**src/rtl/adder_pipe_nb.sv**
```systemverilog
// Pipelined add/subtract unit: one CHUNK-bit slice resolved per stage, carry registered between
// stages, valid/ready on both sides with a global stall.
module adder_pipe_nb #(
  parameter int unsigned WIDTH = 16,
  parameter int unsigned CHUNK = 4
) (
  input  logic             clk_i,
  input  logic             rst_ni,
  input  logic             in_valid_i,
  output logic             in_ready_o,
  input  logic [WIDTH-1:0] a_i,
  input  logic [WIDTH-1:0] b_i,
  input  logic             cin_i,
  input  logic             sub_i,
  output logic             out_valid_o,
  input  logic             out_ready_i,
  output logic [WIDTH-1:0] sum_o,
  output logic             cout_o,
  output logic             ovf_o,
  output logic             zero_o
);

  localparam int unsigned STAGES = WIDTH / CHUNK;
  localparam int unsigned Last   = STAGES - 1;
  localparam int unsigned Msb    = WIDTH - 1;

  if (WIDTH < 1 || CHUNK < 1 || (WIDTH % CHUNK) != 0) begin : g_bad_params
    $error("adder_pipe_nb: WIDTH must be >= 1 and a multiple of CHUNK");
  end

  // Per-stage state: partial sum, carry, operands still to be consumed, valid.
  logic [STAGES-1:0] valid_q;
  logic [WIDTH-1:0]  a_q     [STAGES];
  logic [WIDTH-1:0]  b_q     [STAGES];
  logic [WIDTH-1:0]  sum_q   [STAGES];
  logic              carry_q [STAGES];

  // Inputs seen by each stage this cycle and the values it would register.
  logic [STAGES-1:0] valid_src;
  logic [WIDTH-1:0]  a_src     [STAGES];
  logic [WIDTH-1:0]  b_src     [STAGES];
  logic [WIDTH-1:0]  sum_src   [STAGES];
  logic              carry_src [STAGES];
  logic [CHUNK:0]    slice     [STAGES];
  logic [WIDTH-1:0]  sum_d     [STAGES];
  logic              carry_d   [STAGES];

  logic             advance;
  logic [WIDTH-1:0] b_eff;
  logic             cin_eff;

  assign advance    = !valid_q[Last] || out_ready_i;
  assign in_ready_o = advance;
  assign b_eff      = sub_i ? ~b_i : b_i;
  assign cin_eff    = sub_i | cin_i;

  always_comb begin
    valid_src = '0;
    a_src     = '{default: '0};
    b_src     = '{default: '0};
    sum_src   = '{default: '0};
    carry_src = '{default: 1'b0};
    slice     = '{default: '0};
    sum_d     = '{default: '0};
    carry_d   = '{default: 1'b0};

    valid_src[0] = in_valid_i;
    a_src[0]     = a_i;
    b_src[0]     = b_eff;
    carry_src[0] = cin_eff;
    for (int k = 1; k < STAGES; k++) begin
      valid_src[k] = valid_q[k-1];
      a_src[k]     = a_q[k-1];
      b_src[k]     = b_q[k-1];
      sum_src[k]   = sum_q[k-1];
      carry_src[k] = carry_q[k-1];
    end

    for (int k = 0; k < STAGES; k++) begin
      slice[k] = {1'b0, a_src[k][k*CHUNK +: CHUNK]} + {1'b0, b_src[k][k*CHUNK +: CHUNK]}
               + (CHUNK+1)'(carry_src[k]);
      sum_d[k] = sum_src[k];
      sum_d[k][k*CHUNK +: CHUNK] = slice[k][CHUNK-1:0];
      carry_d[k] = slice[k][CHUNK];
    end
  end

  // Data registers only load for real transfers so bubbles do not toggle the datapath.
  always_ff @(posedge clk_i or negedge rst_ni) begin
    if (!rst_ni) begin
      valid_q <= '0;
      for (int k = 0; k < STAGES; k++) begin
        a_q[k]     <= '0;
        b_q[k]     <= '0;
        sum_q[k]   <= '0;
        carry_q[k] <= 1'b0;
      end
    end else if (advance) begin
      valid_q <= valid_src;
      for (int k = 0; k < STAGES; k++) begin
        if (valid_src[k]) begin
          a_q[k]     <= a_src[k];
          b_q[k]     <= b_src[k];
          sum_q[k]   <= sum_d[k];
          carry_q[k] <= carry_d[k];
        end
      end
    end
  end

  assign out_valid_o = valid_q[Last];
  assign sum_o       = sum_q[Last];
  assign cout_o      = carry_q[Last];
  assign ovf_o       = (a_q[Last][Msb] == b_q[Last][Msb]) && (sum_q[Last][Msb] != a_q[Last][Msb]);
  // Gated by valid so the idle/reset output reads zero=0 rather than reflecting a cleared sum.
  assign zero_o      = valid_q[Last] && (sum_q[Last] == '0);

endmodule
```
**config.mk**
```make
export PLATFORM = sky130hd
export DESIGN_NAME = adder_pipe_nb
export DESIGN_NICKNAME = d
export VERILOG_FILES = /design/src/rtl/adder_pipe_nb.sv
export SDC_FILE = /design/constraint.sdc
export NUM_CORES = 1
export LEC_CHECK = 0
export CAP_MARGIN = 15
export CORE_UTILIZATION = 42
export CTS_CLUSTER_DIAMETER = 100
export DETAILED_ROUTE_END_ITERATION = 8
export GPL_TIMING_DRIVEN = 0
export MAX_ROUTING_LAYER = met4
export PLACE_DENSITY = 0.64
export SYNTH_ARGS = -nofsm -noshare
export SYNTH_HDL_FRONTEND = slang
export SYNTH_SLANG_ARGS = --single-unit
```
**constraint.sdc**
```tcl
create_clock -name clk_i -period 5.05 [get_ports clk_i]
set_input_delay 0.505 -clock clk_i [delete_from_list [all_inputs] [get_ports clk_i]]
set_output_delay 0.505 -clock clk_i [all_outputs]
set_load 0.01 [all_outputs]
```
==> results.toml <==
[pwr]
cellInternalPower_mw = 2.20
power.static_leakage_nw = 2.48
power_switching_mw = 1.09
power.density_nw_per_um2 = 591
ir_drop_uv = 235
p_comb_share_pct = 43.3
totalPowerFinal_mw = 3.28
switching_share_pct = 33.1
power_frac_clock_pct = 14.1
seq_power_share_pct = 42.6

[synth]
ys_seq_area_share_pct = 53.2
synth_edf_count = 0
ys_seq_elements = 98
async_flop_share_pct = 100
synthDistinctLibCells = 36
synthFlopType = "dfrtp_1"
avgSynthCellArea_um2 = 13.8
synthesis.nets = 392
yosys_warnings = 0
postSynthCellCount = 334
synth_area_um2 = 4610

[placement]
dpl.hpwl_um = 6550
port_buffers = 57
placed_cells = 528
gp_congestion = 0.783
dp_slack_ps = 2210

[final_layout]
layout_common_cells = "dfrtp_1 (98), clkdlybuf4s50_1 (56), o21ai_0 (49)"
drive_gt1_share_pct = 24.3
utilization_pct = 52.8
area_delta_synth_final_pct = 20.3
nNetsFinal = 461
fin_cells = 543
layout_commonest_cell = "dfrtp_1"
antennaDiodeCount = 0

[sta]
tightest_slew_ps = 483
period_share_pct = 52.7
fin_crit_ps = 2660
slew_violations = 0
relSlewSlack_pct = 67.8
fmax_mhz = 376
rsz0062_at_grt = "false"
setup_ws_ps = 2390
clock_skew_ps = 10.1
setup-violations-final = 0
finalHoldViolCount = 0
fin_tns_setup_ps = 0

[setup_path]
r2r_cells = 5
worstPathCellList = "clkdlybuf4s50_1 > nor2b_4 > buf_6 > inv_12 > buf_2 > clkdlybuf4s50_1"
worstSetupStartpointType = "input pin"
arrival_ps = 2160
cp.required_ps = 4550
r2r_setup_slack_ps = 3200
critPathCaptureType = "output pin"
crit_slowest_cell = "clkdlybuf4s50_1"
reg2reg_from = "a_q[28]$_DFFE_PN0P_"
r2r_end = "cout_o$_DFFE_PN0P_"
critPathMaxFanout = 10
max_stage_delay_ps = 580
crit_top_cell = "clkdlybuf4s50_1"
crit_type = "in -> out"

[floorplanning]
pin_count = 59
fp.coreArea_um2 = 10500
die-area_um2 = 11400
rows = 37
start_util_pct = 43.9
dieWidth_um = 107
die_h_um = 107

[grt]
grt.total_usage_pct = 17.6
grt_max_degree = 64
grt_first_pass_wirelength_um = 14700
grt_overflow_total = 0
grt_pass1_vias = 2840
antenna_found_initial = 0

[route]
num_vias = 2774
drc = 0
wl_um = 8620
firstDrtPassIters = 4
wl_per_cell_um = 15.9
drtIter0Drc = 101
via_per_inst = 5.11
ant_nets = 0

[clocking]
clockBufferDepth = 2
ctsResizeCount = 0
clkTransAtPathRegs_ps = 90
clock-sinks = 98
holdBufCountCts = 0
cts_buffers = 9
post-cts-setup-buffers = 0
cts_tree = "yes"
clock-root-buffer = "clkbuf_8"
htreeDepth = 3
clk_latency_ps = 360

[flow_run]
cap_violations = 0

[run_status]
outcome = "complete, no violations"

[min_path]
hp-class = "in -> async"
[worst max path at each step]
stage                                startpoint                     end  cells after the start  slack (ps)
after floorplan                           sub_i  carry_q[3]$_DFFE_PN0P_                      8        2350
after global placement                   rst_ni    sum_o[1]$_DFFE_PN0P_                      1         -70
after detailed placement                  sub_i  carry_q[3]$_DFFE_PN0P_                      8        2210
after CTS                 sum_o[15]$_DFFE_PN0P_                  zero_o                      4        2380
after global routing      sum_o[15]$_DFFE_PN0P_                  zero_o                      4        2270
final                               out_ready_i              in_ready_o                      6        2390
[routing by layer]
metal,track usage (%),up-vias,part of all wire (%)
met5,-,-,0
met4,8.71,0,2.0
met3,2.37,13,2.9
met2,27.1,69,47
met1,23.2,1372,48
li1,-,1320,-
[power by group through the flow]
| stage | sequential [mW] | clock [mW] | combinational (mW) |
|---|---|---|---|
| 3_3_place_gp | 1.40 | 0 | 1.38 |
| 6_report | 1.40 | 0.463 | 1.42 |
| 4_1_cts | 1.41 | 0.474 | 1.44 |
| 3_5_place_dp | 1.42 | 0 | 1.43 |
| 5_1_grt | 1.45 | 0.505 | 1.57 |
| 2_1_floorplan | 1.36 | 0 | 1.02 |
[flip-flops by register name, indices dropped and copies added, names as in the netlist]
register / count
a_q: 25
b_q: 25
carry_q: 3
cout_o: 1
sum_d: 24
sum_o: 16
valid_q: 4
[kinds of logic after synthesis]
logic type / share of synthesized area [%]
AOI/OAI and AO/OA: 8.46
and+or+nand+nor: 5.04
xor gates and xnor gates: 3.80
muxes: 19.0
adders and majority gates: 6.73
DFF: 53.2
buffers and inverters: 3.77
[final cells by class]
type,count,area (µm²)
Tap cell,136,170
Inverter,13,61.3
Buffer,14,113
Timing Repair Buffer,58,596
Clock inverter,2,12.5
Sequential cell,98,2450
Multi-Input combinational cell,209,1990
Clock buffer,13,159
Fill cell,927,4960
[through the flow]
stage	hold WS, ps	instance area (µm²)
after floorplan	209	4610
after global placement	486	5350
after detailed placement	488	5380
after CTS	91.2	5550
after global routing	96.0	5550
final	84.2	5550
[synth_stat cells, drive strengths merged (4+ instances only)]
master / instances / share of area [%]
a21boi: 4 / 0.65
a21oi: 10 / 1.1
buf: 11 / 2.2
dfrtp: 98 / 53
fa: 8 / 3.5
ha: 12 / 3.3
inv: 13 / 1.3
mux2: 65 / 19
nand2: 7 / 1.2
nand3: 7 / 0.76
o21ai: 49 / 5.3
xnor2: 12 / 2.3
xor2: 8 / 1.5
[worst max-delay path, delay by kind of cell]
kind                   cells  cell delay [ps]
buffers and inverters      5             1600
AND/OR/NAND/NOR            1               50
Power figures use the tool's default switching activity.
